File: src/rtl/exec_pkg.sv
// Shared definitions for the execute stage: ALU control codes and the
// decoded-control bundle that travels through the ID/EX register (E1).
package exec_pkg;

    localparam logic [3:0] ALU_ADD = 4'b0010;
    localparam logic [3:0] ALU_SUB = 4'b0110;
    localparam logic [3:0] ALU_AND = 4'b0000;
    localparam logic [3:0] ALU_OR  = 4'b0001;
    localparam logic [3:0] ALU_SLT = 4'b0111;

    // Decoded controls latched into E1 alongside the operands.
    typedef struct packed {
        logic [3:0] alu_ctrl;
        logic       alu_src;
        logic       reg_write;
        logic       mem_read;
        logic       mem_write;
        logic       mem_to_reg;
        logic       branch;
    } e1_ctrl_t;

endpackage : exec_pkg

File: src/rtl/exec_alu.sv
// Combinational ALU for the execute stage. The zero flag always reflects
// a - b, independent of ctrl, so a branch compare works with any opcode.
module exec_alu
    import exec_pkg::*;
#(
    parameter int XLEN = 32
) (
    input  logic [XLEN-1:0] a,
    input  logic [XLEN-1:0] b,
    input  logic [3:0]      ctrl,
    output logic [XLEN-1:0] result,
    output logic            zero
);

    logic [XLEN-1:0] diff;

    assign diff = a - b;
    assign zero = (diff == '0);

    // Select the operation result; unknown codes yield zero.
    always_comb begin
        // NOTE: default assignment first so no path leaves result unassigned (no latch).
        result = '0;
        case (ctrl)
            ALU_ADD: result = a + b;
            ALU_SUB: result = diff;
            ALU_AND: result = a & b;
            ALU_OR:  result = a | b;
            ALU_SLT: result = {{(XLEN-1){1'b0}}, ($signed(a) < $signed(b))};
            default: result = '0;
        endcase
    end

endmodule : exec_alu

File: src/rtl/exec_stage.sv
// Execute stage: ID/EX register (E1), ALU / branch evaluation, EX/MEM
// register (E2), with valid/ready handshakes on both boundaries.
// Optional build macro EXEC_FWD_EN enables E2 -> E1 operand forwarding.
module exec_stage
    import exec_pkg::*;
#(
    parameter int XLEN  = 32,
    parameter int RADDR = 5
) (
    input  logic             clk,
    input  logic             rst_n,
    input  logic             in_valid,
    output logic             in_ready,
    input  logic             flush,
    input  logic [XLEN-1:0]  rd1,
    input  logic [XLEN-1:0]  rd2,
    input  logic [15:0]      imm,
    input  logic [XLEN-1:0]  pc_plus4,
    input  logic [RADDR-1:0] rs,
    input  logic [RADDR-1:0] rt,
    input  logic [RADDR-1:0] wreg,
    input  logic [3:0]       alu_ctrl,
    input  logic             alu_src,
    input  logic             reg_write,
    input  logic             mem_read,
    input  logic             mem_write,
    input  logic             mem_to_reg,
    input  logic             branch,
    output logic             out_valid,
    input  logic             out_ready,
    output logic [XLEN-1:0]  alu_result,
    output logic [XLEN-1:0]  store_data,
    output logic [XLEN-1:0]  branch_target,
    output logic [RADDR-1:0] wreg_out,
    output logic             reg_write_o,
    output logic             mem_read_o,
    output logic             mem_write_o,
    output logic             mem_to_reg_o,
    output logic             branch_taken
);

    // E1 state
    logic             e1_valid;
    e1_ctrl_t         e1_ctrl;
    logic [XLEN-1:0]  e1_rd1, e1_rd2, e1_pc4;
    logic [15:0]      e1_imm;
    logic [RADDR-1:0] e1_rs, e1_rt, e1_wreg;

    // Handshake
    logic e2_adv, e1_load;

    assign e2_adv   = e1_valid & (~out_valid | out_ready);
    assign in_ready = ~e1_valid | e2_adv;
    assign e1_load  = in_valid & in_ready & ~flush;

    // E1 occupancy: flush wins, then capture, then drain into E2.
    always_ff @(posedge clk or negedge rst_n) begin
        // NOTE: non-blocking assignments for all clocked state so every register samples pre-edge values.
        if (!rst_n)       e1_valid <= 1'b0;
        else if (flush)   e1_valid <= 1'b0;
        else if (e1_load) e1_valid <= 1'b1;
        else if (e2_adv)  e1_valid <= 1'b0;
    end

    // E1 payload capture.
    // NOTE: payload is not reset; it is only observed while e1_valid is set.
    always_ff @(posedge clk) begin
        if (e1_load) begin
            e1_rd1  <= rd1;
            e1_rd2  <= rd2;
            e1_pc4  <= pc_plus4;
            e1_imm  <= imm;
            e1_rs   <= rs;
            e1_rt   <= rt;
            e1_wreg <= wreg;
            e1_ctrl <= '{alu_ctrl: alu_ctrl, alu_src: alu_src, reg_write: reg_write,
                         mem_read: mem_read, mem_write: mem_write,
                         mem_to_reg: mem_to_reg, branch: branch};
        end
    end

    // Execute datapath
    logic [XLEN-1:0] imm_ext, op_a, op_rt, op_b, alu_res;
    logic            alu_zero;

    assign imm_ext = {{(XLEN-16){e1_imm[15]}}, e1_imm};

`ifdef EXEC_FWD_EN
    // A valid E2 ALU result that will be written back replaces the stale
    // register-file value; a zero destination is never forwarded.
    logic fwd_ok;
    assign fwd_ok = out_valid & reg_write_o & ~mem_read_o & (wreg_out != '0);
    assign op_a   = (fwd_ok && e1_rs == wreg_out) ? alu_result : e1_rd1;
    assign op_rt  = (fwd_ok && e1_rt == wreg_out) ? alu_result : e1_rd2;
`else
    logic unused_src;
    assign unused_src = ^{e1_rs, e1_rt};
    assign op_a       = e1_rd1;
    assign op_rt      = e1_rd2;
`endif

    assign op_b = e1_ctrl.alu_src ? imm_ext : op_rt;

    exec_alu #(.XLEN(XLEN)) u_alu (
        .a      (op_a),
        .b      (op_b),
        .ctrl   (e1_ctrl.alu_ctrl),
        .result (alu_res),
        .zero   (alu_zero)
    );

    // E2 register: load on advance, otherwise drop valid once consumed.
    always_ff @(posedge clk or negedge rst_n) begin
        if (!rst_n) begin
            out_valid     <= 1'b0;
            alu_result    <= '0;
            store_data    <= '0;
            branch_target <= '0;
            wreg_out      <= '0;
            reg_write_o   <= 1'b0;
            mem_read_o    <= 1'b0;
            mem_write_o   <= 1'b0;
            mem_to_reg_o  <= 1'b0;
            branch_taken  <= 1'b0;
        end else if (e2_adv) begin
            out_valid     <= 1'b1;
            alu_result    <= alu_res;
            store_data    <= op_rt;
            branch_target <= e1_pc4 + (imm_ext << 2);
            wreg_out      <= e1_wreg;
            reg_write_o   <= e1_ctrl.reg_write;
            mem_read_o    <= e1_ctrl.mem_read;
            mem_write_o   <= e1_ctrl.mem_write;
            mem_to_reg_o  <= e1_ctrl.mem_to_reg;
            branch_taken  <= e1_ctrl.branch & alu_zero;
        end else if (out_ready) begin
            out_valid     <= 1'b0;
        end
    end

endmodule : exec_stage

File: config.mk
export PLATFORM = sky130hd
export DESIGN_NAME = exec_stage
export DESIGN_NICKNAME = d
export VERILOG_FILES = /design/src/rtl/exec_pkg.sv /design/src/rtl/exec_alu.sv /design/src/rtl/exec_stage.sv
export SDC_FILE = /design/constraint.sdc
export NUM_CORES = 1
export LEC_CHECK = 0
export CORE_MARGIN = 8
export CORE_UTILIZATION = 50
export CTS_CLUSTER_DIAMETER = 100
export DETAILED_ROUTE_END_ITERATION = 8
export PLACE_DENSITY = 0.76
export SLEW_MARGIN = 20
export SYNTH_ARGS = -nofsm -noshare
export SYNTH_HDL_FRONTEND = slang
export SYNTH_HIERARCHICAL = 1
export SYNTH_SLANG_ARGS = --single-unit
File: constraint.sdc
create_clock -name clk -period 12 [get_ports clk]
set_input_delay 1.2 -clock clk [delete_from_list [all_inputs] [get_ports clk]]
set_output_delay 1.2 -clock clk [all_outputs]
set_load 0.03 [all_outputs]
==> impl_metrics.csv <==
group,metric,value,unit
place,post-dp-hpwl,31100,um
layout,final_layout_size_suffix_gt1_frac,0.0496,
critical_path,worst_setup_end_kind,"flop",
timing,measured_slew_at_the_worst_slew_check_pin,1.00,ns
clocking,cts_hold_buffers,0,
floorplanning,ioPinCount,250,
layout,stdcell_area,18300,um^2
timing,unrepaired_setup_endpoints_after_global_routing,"false",
drt,remaining_drc_errors,0,
yosys,post-synth-top-count-cell,"sky130_fd_sc_hd__nand2_1",
drt,routed-via-count,12468,
yosys,post_synth_most_frequent_cells,"318 x sky130_fd_sc_hd__nand2_1, 131 x sky130_fd_sc_hd__ha_1, 127 x sky130_fd_sc_hd__edfxtp_1",
critical_path,crit_required,12.49,ns
clocking,clock-sinks,235,
critical_path,cpPeakStageDelay,0.77,ns
drt,drt.antenna.violating_nets,0,
global_route,vias_in_the_first_global_route,12487,
timing,timing.clock.skew,0.0306,ns
yosys,synth.area.top_cells,"sky130_fd_sc_hd__edfxtp_1 26%, sky130_fd_sc_hd__dfrtp_1 18%, sky130_fd_sc_hd__ha_1 11%",
drt,top_layer,"met5",
clocking,clock_tree_root_driver_cell,"sky130_fd_sc_hd__clkbuf_16",
timing,fmax,173,MHz
yosys,synth_area_leader_cell,"sky130_fd_sc_hd__edfxtp_1",
yosys,postSynth.topFlopCell,"sky130_fd_sc_hd__edfxtp_1",
power,vdd_ir_drop_max,0.000120,V
floorplanning,placement_rows,63,
critical_path,reg2regPathDepth,17,
layout,filler_cell_count,2488,
floorplanning,dieHeight,188,um
timing,layout_worst_path_cycle_share,0.483,
drt,wl_met3,2730,um
clocking,path_clk_slew,0.06,ns
clocking,cts-htree-levels,1,
yosys,synthDistinctLibCells,73,
timing,setup_violations,0,
status,status,"completed",
clocking,tritoncts.num_buffers,26,
clocking,cts_max_path_buffers,3,
critical_path,worst-r2r-setup-slack,6.20,ns
critical_path,crit_path_end,"branch_taken$_DFFE_PN0P_",
yosys,yosysWarnings,6,
clocking,post_cts_buffers,0,
critical_path,r2r_start,"e1_imm[15]$_DFFE_PP_",
yosys,synth.cell_area,14800,um^2
drt,wl_met1,18600,um
critical_path,critical_path.startpoint_type,"flop",
clocking,cts_tree,"yes",
layout,fin_nets,2070,
power,p_leak,7.83,nW
clocking,insertion_delay,0.56,ns
timing,slew_violations,0,
drt,route.detailed.vias_per_inst,5.65,
yosys,synth_area_per_cell,9.27,um^2
run,max_cap_check_violation_count,0,
yosys,yosys.area.top_type_share,0.258,
floorplanning,placeableCoreArea,29400,um^2
drt,drt_first_iter_violations,1003,
yosys,syn-num-nets,1873,
place,gp_congestion,0.891,
timing,finalSetupTns,0,ns
drt,final_wl,42100,um
critical_path,worstPathCellList,"nand2_1, o21ai_0, inv_1, ha_1, inv_1, nand2_1, a2111oi_1, o21ai_0, a31oi_1, o22a_2, mux2i_1, nor3_1, nand4b_1, or4_1, nor4_2, nand3_1, nand2_1",
global_route,grt_antenna_before_repair,4,
timing,fin_crit,5.80,ns
drt,avgRoutedWirePerCell,19.1,um
critical_path,critical_path_peak_fanout,17,
critical_path,crit_type,"reg2reg",
place,placement.cell_area,17400,um^2
yosys,postSynthCellCount,1597,
global_route,global_route_wire_length_before_repair,67500,um
floorplanning,starting_density,0.504,
place,port-buffer-count,239,
global_route,grt_remaining_overflow,0,
floorplanning,floorplan.die.width,188,um
clocking,cts-resized-gates,0,
critical_path,crit_path_top_delay_cell,"sky130_fd_sc_hd__edfxtp_1",
timing,finalHoldViolCount,0,
min_path,hold_path_class,"reg2reg",
yosys,number_of_flip_flops_and_latches_in_the_synthesized_netlist,235,
yosys,synth-edff-count,127,
power,finalPower,0.00247,W
drt,met2_wirelength,19700,um
yosys,async_reset_ff_frac,0.460,
yosys,synth.yosys.seq_area_share,0.440,
layout,area_growth,23.5,%
floorplanning,fp.dieArea,35400,um^2
drt,drt_first_pass_iters,5,
timing,relSlewSlack,0.333,
power,pwr_density_cell,135,nW/um^2
critical_path,r2r-end,"branch_taken$_DFFE_PN0P_",
critical_path,crit_start,"e1_imm[15]$_DFFE_PP_",
critical_path,worst-endpoint-arrival,6.29,ns
global_route,grt_max_degree,91,
global_route,grt.total_usage,0.231,
critical_path,most_common_cell_on_crit_path,"sky130_fd_sc_hd__nand2_1",
-- state kept, by name (all words and copies together), names as in the netlist --
signal         count
reg_write_o        1
alu_result        32
store_data        32
wreg_out           5
out_valid          1
e1_valid           1
mem_to_reg_o       1
mem_write_o        1
e1_rd2            32
e1_pc4            32
e1_rd1            32
branch_taken       1
e1_wreg            5
e1_imm            16
e1_ctrl           10
branch_target     32
mem_read_o         1
-- kinds of logic after synthesis --
logic type,after synthesis,synth area share
XOR/XNOR,69,0.0408
buffers and inverters,194,0.0510
multiplexers,28,0.0203
AND/OR/NAND/NOR,536,0.157
AO/OA/AOI/OAI,401,0.176
flip-flops,235,0.440
adder cells (fa/ha/maj),134,0.115
-- metrics by stage --
step	worst slack (ns)	utilization	hold slack [ns]	cells
3_3_place_gp	6.37	0.593	0.420	2156
2_1_floorplan	0.618	-	0.415	1597
4_1_cts	6.28	0.622	0.438	2204
3_5_place_dp	6.27	0.593	0.422	2156
6_report	6.20	0.622	0.437	2205
5_1_grt	5.85	0.622	0.466	2205
-- cell usage in the layout, fill, tap and decap left out, types with 13 or more instances in the layout --
master,n
sky130_fd_sc_hd__o221ai_1,30
sky130_fd_sc_hd__inv_1,115
sky130_fd_sc_hd__a31oi_1,18
sky130_fd_sc_hd__a21oi_1,104
sky130_fd_sc_hd__a21o_1,19
sky130_fd_sc_hd__edfxtp_1,127
sky130_fd_sc_hd__nand3_1,21
sky130_fd_sc_hd__clkbuf_16,26
sky130_fd_sc_hd__o21ai_0,120
sky130_fd_sc_hd__clkdlybuf4s50_1,238
sky130_fd_sc_hd__xnor2_1,41
sky130_fd_sc_hd__nor3_1,35
sky130_fd_sc_hd__dfrtp_1,108
sky130_fd_sc_hd__mux2_2,15
sky130_fd_sc_hd__nand4_1,13
sky130_fd_sc_hd__nor2b_1,16
sky130_fd_sc_hd__ha_1,131
sky130_fd_sc_hd__o21bai_1,17
sky130_fd_sc_hd__nand2_1,317
sky130_fd_sc_hd__nor2_1,81
sky130_fd_sc_hd__xor2_1,28
-- cell type report --
class | instances | area [um^2] | share of cell area
multi-input combinational | 1168 | 7560 | 0.413
sequential | 235 | 6520 | 0.356
timing repair buffer | 248 | 2460 | 0.134
clock buffer | 38 | 766 | 0.0419
tap | 390 | 488 | 0.0267
inverter | 115 | 432 | 0.0236
clock inverter | 10 | 71.3 | 0.00390
antenna | 1 | 2.50 | 0.000137
-- worst min-delay path by stage --
| stage | from | endpoint | slack [ns] | depth (start not counted) |
|---|---|---|---|---|
| 6_report | e1_wreg[1]$_DFFE_PP_ | wreg_out[1]$_DFFE_PN0P_ | 0.44 | 2 |
| 5_1_grt | e1_wreg[2]$_DFFE_PP_ | wreg_out[2]$_DFFE_PN0P_ | 0.47 | 2 |
| 4_1_cts | e1_wreg[1]$_DFFE_PP_ | wreg_out[1]$_DFFE_PN0P_ | 0.44 | 2 |
| 3_5_place_dp | e1_wreg[1]$_DFFE_PP_ | wreg_out[1]$_DFFE_PN0P_ | 0.42 | 2 |
| 3_3_place_gp | e1_ctrl[1]$_DFFE_PP_ | mem_to_reg_o$_DFFE_PN0P_ | 0.42 | 2 |
| 2_1_floorplan | e1_pc4[0]$_DFFE_PP_ | branch_target[0]$_DFFE_PN0P_ | 0.41 | 2 |
-- per-layer routing --
layer	up-vias	track usage
li1	6009	-
met1	6012	0.312
met2	375	0.375
met3	66	0.0453
met4	6	0.0615
met5	-	0
-- critical path: cells and delay by family (launching register included) --
kind	cells	cell delay, ns
AO/OA/AOI/OAI	5	2.00
buffers and inverters	2	0.38
multiplexers	1	0.13
adder cells (fa/ha/maj)	1	0.41
AND/OR/NAND/NOR	8	2.06
flip-flops	1	0.77
-- where the power goes --
part / internal, W / switching (W) / total [W]
registers: 0.000938 / 0.0000451 / 0.000983
clock network: 0.000443 / 0.000328 / 0.000771
logic: 0.000283 / 0.000430 / 0.000713
Note: power is estimated with default switching activity, not from simulation.
